File: config.mk
export PLATFORM = sky130hd
export DESIGN_NAME = instr_fetch_unit
export DESIGN_NICKNAME = d
export VERILOG_FILES = /design/src/rtl/instr_fetch_unit.sv
export SDC_FILE = /design/constraint.sdc
export NUM_CORES = 1
export LEC_CHECK = 0
export ABC_AREA = 1
export ABC_CLOCK_PERIOD_IN_PS = 6350
export CAP_MARGIN = 20
export CORE_ASPECT_RATIO = 1.1
export CORE_MARGIN = 5
export CORE_UTILIZATION = 57
export CTS_CLUSTER_DIAMETER = 200
export DETAILED_ROUTE_END_ITERATION = 10
export PLACE_DENSITY = 0.87
export SLEW_MARGIN = 20
export SYNTH_ARGS = -nofsm -noshare
export SYNTH_HDL_FRONTEND = slang
export SYNTH_SLANG_ARGS = --single-unit
File: constraint.sdc
create_clock -name clk -period 6.35 [get_ports clk]
set_input_delay 0.635 -clock clk [delete_from_list [all_inputs] [get_ports clk]]
set_output_delay 0.635 -clock clk [all_outputs]
set_load 0.01 [all_outputs]
File: src/rtl/instr_fetch_unit.sv
// Fetch stage: owns the PC, issues word reads over a req/gnt port and buffers
// PC-tagged responses in a small prefetch FIFO feeding decode.
module instr_fetch_unit #(
   parameter int unsigned PC_W   = 8,
   parameter int unsigned ADDR_W = 16,
   parameter int unsigned DATA_W = 32,
   parameter int unsigned DEPTH  = 4
) (
   input  logic              clk,
   input  logic              rst,
   input  logic              fetch_en,
   output logic              imem_req,
   output logic [ADDR_W-1:0] imem_addr,
   input  logic              imem_gnt,
   input  logic [DATA_W-1:0] imem_rdata,
   output logic              instr_valid,
   output logic [DATA_W-1:0] instr,
   output logic [PC_W-1:0]   instr_pc,
   input  logic              instr_ready,
   input  logic              redirect,
   input  logic [PC_W-1:0]   redirect_pc
);

   localparam int unsigned PTR_W = (DEPTH > 1) ? $clog2(DEPTH) : 1;
   localparam int unsigned CNT_W = PTR_W + 1;
   localparam logic [CNT_W-1:0] FULL_CNT = CNT_W'(DEPTH);

   logic [PC_W-1:0]   fetch_pc_q, fetch_pc_d;
   logic [PTR_W-1:0]  rd_ptr_q, rd_ptr_d;
   logic [PTR_W-1:0]  wr_ptr_q, wr_ptr_d;
   logic [CNT_W-1:0]  count_q, count_d;
   logic              inflight_q, inflight_d;
   logic [PC_W-1:0]   inflight_pc_q, inflight_pc_d;
   logic              inflight_epoch_q, inflight_epoch_d;
   logic              epoch_q, epoch_d;
   logic [DATA_W-1:0] instr_q, instr_d;
   logic [PC_W-1:0]   instr_pc_q, instr_pc_d;
   logic [DATA_W-1:0] fifo_data_q [DEPTH];
   logic [DATA_W-1:0] fifo_data_d [DEPTH];
   logic [PC_W-1:0]   fifo_pc_q [DEPTH];
   logic [PC_W-1:0]   fifo_pc_d [DEPTH];

   logic              accept;
   logic              push;
   logic              pop;
   logic              credit_ok;
   logic [CNT_W:0]    credit_used;
   logic [CNT_W-1:0]  cnt_after_pop;

   // An outstanding response holds a slot until it has actually been written.
   assign credit_used = {1'b0, count_q} + {{CNT_W{1'b0}}, inflight_q};
   assign credit_ok   = credit_used < {1'b0, FULL_CNT};

   assign imem_req    = rst && fetch_en && !redirect && credit_ok;
   assign imem_addr   = ADDR_W'(fetch_pc_q);
   assign accept      = imem_req && imem_gnt;

   assign instr_valid = (count_q != '0);
   assign instr       = instr_q;
   assign instr_pc    = instr_pc_q;

   assign push = inflight_q && (inflight_epoch_q == epoch_q) && !redirect;
   assign pop  = instr_valid && instr_ready && !redirect;

   always_comb begin
      fetch_pc_d       = fetch_pc_q;
      rd_ptr_d         = rd_ptr_q;
      wr_ptr_d         = wr_ptr_q;
      count_d          = count_q;
      inflight_d       = 1'b0;
      inflight_pc_d    = inflight_pc_q;
      inflight_epoch_d = inflight_epoch_q;
      epoch_d          = epoch_q;
      fifo_data_d      = fifo_data_q;
      fifo_pc_d        = fifo_pc_q;

      if (redirect) begin
         fetch_pc_d = redirect_pc;
         epoch_d    = ~epoch_q;
         rd_ptr_d   = '0;
         wr_ptr_d   = '0;
         count_d    = '0;
      end else begin
         if (accept) begin
            fetch_pc_d       = fetch_pc_q + PC_W'(1);
            inflight_d       = 1'b1;
            inflight_pc_d    = fetch_pc_q;
            inflight_epoch_d = epoch_q;
         end
         if (push) begin
            fifo_data_d[wr_ptr_q] = imem_rdata;
            fifo_pc_d[wr_ptr_q]   = inflight_pc_q;
            wr_ptr_d              = wr_ptr_q + PTR_W'(1);
         end
         if (pop) begin
            rd_ptr_d = rd_ptr_q + PTR_W'(1);
         end
         count_d = count_q + CNT_W'(push) - CNT_W'(pop);
      end
   end

   // Head registers track the entry that will be at the head after this edge.
   assign cnt_after_pop = count_q - CNT_W'(pop);

   always_comb begin
      instr_d    = '0;
      instr_pc_d = '0;
      if (count_d != '0) begin
         if (cnt_after_pop == '0) begin
            instr_d    = imem_rdata;
            instr_pc_d = inflight_pc_q;
         end else begin
            instr_d    = fifo_data_q[rd_ptr_d];
            instr_pc_d = fifo_pc_q[rd_ptr_d];
         end
      end
   end

   always_ff @(posedge clk) begin
      if (!rst) begin
         fetch_pc_q       <= '0;
         rd_ptr_q         <= '0;
         wr_ptr_q         <= '0;
         count_q          <= '0;
         inflight_q       <= 1'b0;
         inflight_pc_q    <= '0;
         inflight_epoch_q <= 1'b0;
         epoch_q          <= 1'b0;
         instr_q          <= '0;
         instr_pc_q       <= '0;
         fifo_data_q      <= '{default: '0};
         fifo_pc_q        <= '{default: '0};
      end else begin
         fetch_pc_q       <= fetch_pc_d;
         rd_ptr_q         <= rd_ptr_d;
         wr_ptr_q         <= wr_ptr_d;
         count_q          <= count_d;
         inflight_q       <= inflight_d;
         inflight_pc_q    <= inflight_pc_d;
         inflight_epoch_q <= inflight_epoch_d;
         epoch_q          <= epoch_d;
         instr_q          <= instr_d;
         instr_pc_q       <= instr_pc_d;
         fifo_data_q      <= fifo_data_d;
         fifo_pc_q        <= fifo_pc_d;
      end
   end

   assert property (@(posedge clk) disable iff (!rst) push |-> (count_q != FULL_CNT));
   assert property (@(posedge clk) disable iff (!rst) count_q <= FULL_CNT);

endmodule

Yosys cells after proc, flatten, opt, wreduce, memory -nomap -nowiden
Index checks and enable logic that the tools add are counted.
Storage, ports and cells
  bits in registers: 226
  bits in latches: 0
  RAM bits: 0
  bits in read-only memories: 0
  input bits: 46
  output and inout bits: 58
  logic and storage cells: 73
  memories: 0
Cells by class
  add/subtract/negate cells: 7
  multiply operators: 0
  divide/modulo/power cells: 0
  $lt $le $gt $ge: 4
  eq/ne operators: 1
  shift-type cells: 0
  multiplexer cells: 20
  bitwise operators: 5
  reductions and logical operators: 18
Operators with widths (count)
  $bwmux W128: 1
  $mux W32: 4
  $bmux W32 S2: 1
  $demux W32 S2: 1
  $mux W8: 6
  $bwmux W32: 1
  $bmux W8 S2: 1
  $demux W8 S2: 1
  $logic_and A1 B1 Y1: 9
  $add A8 B1 Y8 const B: 1
  $ge A3 B3 Y1 const B: 2
  $not A2 Y3: 2
  $reduce_and A2 Y1: 3
  $reduce_bool A3 Y1: 2
  $sub A3 B1 Y3: 2
  $add A2 B1 Y2 const B: 2
  $add A3 B1 Y4: 1
  $lt A4 B3 Y1 const B: 1
  $mux W2: 2
  $add A3 B1 Y3: 1
  $logic_not A3 Y1: 1
  $lt A3 B1 Y1 const B: 1
  $mux W3: 1
  $not A1 Y1: 3
  other kinds (5): 5

Depth between registers and ports, before layout
  depth after elaboration: 10
  gate-level depth with buffers: 15
  mapped depth without buffers: 13

Worst setup path after synthesis
OpenSTA, ideal clock, no wires.
  path kind: input -> register
  start: in redirect
  end: reg instr_q[0], in the netlist instr[0]
  setup time: 0.132 ns
  arrival time: 2.698 ns
  data required time: 6.218 ns
  setup slack: 3.520 ns
  stages: 14
  path buffers: 3
  path through: buf_6 > nor2_2 > buf_2 > inv_1 > ha_1 > inv_1 > ha_1 > inv_1 > fa_1 > xnor2_1 > a31oi_1 > inv_1 > clkbuf_1 > a21oi_1
On the way
  cells in the longest elaborated chain, start to end: 9
  elaborated cells between the ends (all ways): 17
  classes of those cells: 3 x add/sub; 7 x mux; 1 x bitwise; 6 x reduce/logical
Ends and longest elaborated chain
  start, declared: line 20  | input logic redirect,
  parallel branches: the longest is 9 deep, another holds $add A3 B1 Y3
  end signal, assigned: line 142  | instr_q <= instr_d;
  end, declared: line 36  | logic [DATA_W-1:0] instr_q, instr_d;
Several ways; the timed one is not identified. The select of a mux whose other input is x is not followed.
A chain may end at the register's enable or synchronous reset.

Worst setup path in the final report
  start: in redirect
  end: reg instr_pc_q[4], in the netlist instr_pc[4]
On the way
  cells in the longest elaborated chain, start to end: 9
  elaborated cells between the ends (all ways): 17
  classes of those cells: 3 x add/sub; 7 x mux; 1 x bitwise; 6 x reduce/logical
Ends and longest elaborated chain
  parallel branches: the longest is 9 deep, another holds $add A3 B1 Y3
  end signal, assigned: line 143  | instr_pc_q <= instr_pc_d;
  end, declared: line 37  | logic [PC_W-1:0] instr_pc_q, instr_pc_d;
Several ways; the timed one is not identified. The select of a mux whose other input is x is not followed.

==> impl_results.md <==
- Hold_ws: 459 ps
- Yosys reg bits: between 200 and 250
- Largest net degree at the start of global routing: between 100 and 150
- NumNets Final: 1426
- Worst path slowest cell: clkdlybuf4s50_1
- Slowest stage delay, CP: 1000 ps
- Crit. End Element: register
- CTS sink count: 226
- Initial antenna violation count: 0
- Via density: 6.10
- Die height: approximately 150 um
- Worst rel slew slack: 0.292
- Slew @ Worst Pin: between 1000 and 1500 ps
- Starting Density: 0.580
- CTS root buf: clkbuf_16
- RePlAce Congestion: roughly 0.91
- Post_cts resized: 0
- Post-cts hold buffer count: 0
- Die area: approximately 20000 um^2
- Setup Fix Bufs, Post-CTS: 0
- Total GRT Usage: 0.270
- VDD IR max: 237 uV
- Status: completed
- Max-cap viol count: 0
- Fin cells: 1619
- Total wire length: 27900 um
- CP top delay family: buffers and inverters
- Routed Antenna Nets: 0
- Chain of cells forming the critical path: clkdlybuf4s50_1 > nor2_4 > nand2_2 > inv_1 > ha_1 > inv_1 > ha_1 > inv_1 > fa_1 > xnor2_1 > a31oi_1 > inv_1 > buf_4 > a21oi_1
- Core region area: around 17000 um^2
- Core Util, Final: 0.671
- Netlist cell types: 29
- Iteration count of the initial detailed-routing pass: 7
- Site Rows: 50
- Clk buf depth: 3
- Port Buf Inserts: 95
- CP Data Required Time: a little under 7000 ps
- Total grt overflow: 0
- Antenna fix cells: 0
- H-tree levels: 1
- Most frequent cells in the layout: nand3_1, nand2_1, dfxtp_1
- I/O Pins: between 100 and 150
- Total power: about 2.9 mW
- Crit-path max FO: 22
- Routed via count: a little under 10000
- Worst path arrival time: about 4200 ps
- Min-delay worst type: reg2reg
- # DRC: 0
- DRT iter0 DRCs: between 1000 and 1500
- Die width: 135 um
- Critical path class: in2reg
- Final number of hold-violating endpoints: 0
- Syn avg cell area: about 7.3 um^2
- Area of the mapped netlist: between 9000 and 10000 um^2
- Leakage: 3.80 nW
- Total CTS buffers: 24
- RSZ-0062 raised after global routing: no
- Clk Latency, worst-skew pair: between 500 and 600 ps
- Wire per inst: roughly 17 um
- CTS tree: yes
- Vias in the first global route: just over 9000
- Mapped Cells: 1358
- Final setup fails: 0
- Most common cell after layout, fill and taps aside: nand3_1
- Syn. warnings: 0
- Placed Instances: 1578
- Clock Skew: 16.5 ps
- Layout cells sized above 1: 0.0513
- Fin crit period: about 3800 ps
- Max frequency: around 260 MHz
- Tcrit/Tclk final: 0.605
- Pwr Density: between 200 and 300 nW/um^2
- Area Growth Syn to Fin: 15.7%
- CP dominant cell by count: inv_1
- Worst-path clk slew: ~60 ps
- Count of pins over their slew limit: 0
- Worst path bufs/invs: 6
- Sequential share of the synthesized area: 0.458
- Dpl hpwl: approximately 14000 um
- First-pass GRT wire length: 45500 um
- Crit path launch type: input pin
- TNS Setup: 0 ps
-- registers in the layout (all words and copies together), names as in the netlist --
name,flops
inflight_pc_q,8
count_q,3
fetch_pc_q,8
inflight_epoch_q,1
instr,32
rd_ptr_q,2
wr_ptr_q,2
instr_pc,8
fifo_pc_q,32
inflight_q,1
epoch_q,1
fifo_data_q,128
-- layout make-up --
| class | instances | area, um^2 |
|---|---|---|
| Clock buffer | 36 | 716 |
| Clock inverter | 5 | 67.6 |
| Fill cell | 1366 | 5600 |
| Inverter | 22 | 85.1 |
| Multi-Input combinational cell | 989 | 4680 |
| Sequential cell | 226 | 4520 |
| Tap cell | 234 | 293 |
| Timing Repair Buffer | 107 | 1040 |
-- cell usage after synthesis --
master,number,area [um^2]
a211oi_1,1,7.51
a21oi_1,217,1090
a31oi_1,1,6.26
buf_1,4,15.0
buf_2,42,210
buf_4,21,158
buf_6,1,11.3
clkbuf_1,60,225
conb_1,1,3.75
dfxtp_1,226,4520
fa_1,1,20.0
ha_1,9,113
inv_1,15,56.3
inv_2,7,26.3
nand2_1,335,1260
nand2_2,3,18.8
nand2_4,2,22.5
nand3_1,371,1860
nand3_2,1,10.0
nand3_4,1,17.5
nand4_1,1,6.26
nor2_1,16,60.1
nor2_2,3,18.8
nor2_4,2,22.5
o21ai_0,7,35.0
o21ai_1,1,5.00
or2_1,1,6.26
xnor2_1,7,61.3
xor2_1,1,8.76
-- final timing paths --
path | from | end | slack [ps] | cells past startpoint
setup reg to reg | count_q[1] | instr_pc[4] | 3140 | 14
hold reg to reg | fifo_pc_q[23] | fifo_pc_q[23] | 460 | 2
hold / removal | fifo_pc_q[23] | fifo_pc_q[23] | 460 | 2
setup / recovery | redirect | instr_pc[4] | 2510 | 14
-- layer usage --
metal,wire length [um],vias up,track usage
met3,2970,104,0.0466
li1,-,4591,-
met1,10800,4568,0.356
met2,13200,605,0.441
met4,877,0,0.107
met5,0,-,0
-- stage by stage --
| stage | cell area (um^2) | worst slack, ps |
|---|---|---|
| 3_3_place_gp | 10600 | 2160 |
| 3_5_place_dp | 10600 | 2010 |
| 5_1_grt | 11400 | 2300 |
| 2_1_floorplan | 9900 | 3520 |
| 4_1_cts | 11400 | 2540 |
| 6_report | 11400 | 2510 |
-- tightest hold or removal path, stage by stage, from the launching register on --
cell,delay [ps]
dfxtp_1,310
nand2_1,60
a21oi_1,50
-- kinds of logic after synthesis --
family                     after synthesis  share of synthesized area
and+or+nand+nor                        736                      0.334
DFF                                    226                      0.458
xor gates and xnor gates                 8                    0.00710
other                                    1                   0.000380
AOI/OAI and AO/OA                      227                      0.115
adders and majority gates               10                     0.0134
buffers and inverters                  150                     0.0711
-- power breakdown --
group          switching (mW)  total (mW)  internal, mW
Sequential            0.00903        1.44          1.43
Combinational          0.0835       0.133        0.0499
Clock                   0.561        1.38         0.819
Total                   0.654        2.95          2.29
Power figures use the tool's default switching activity.
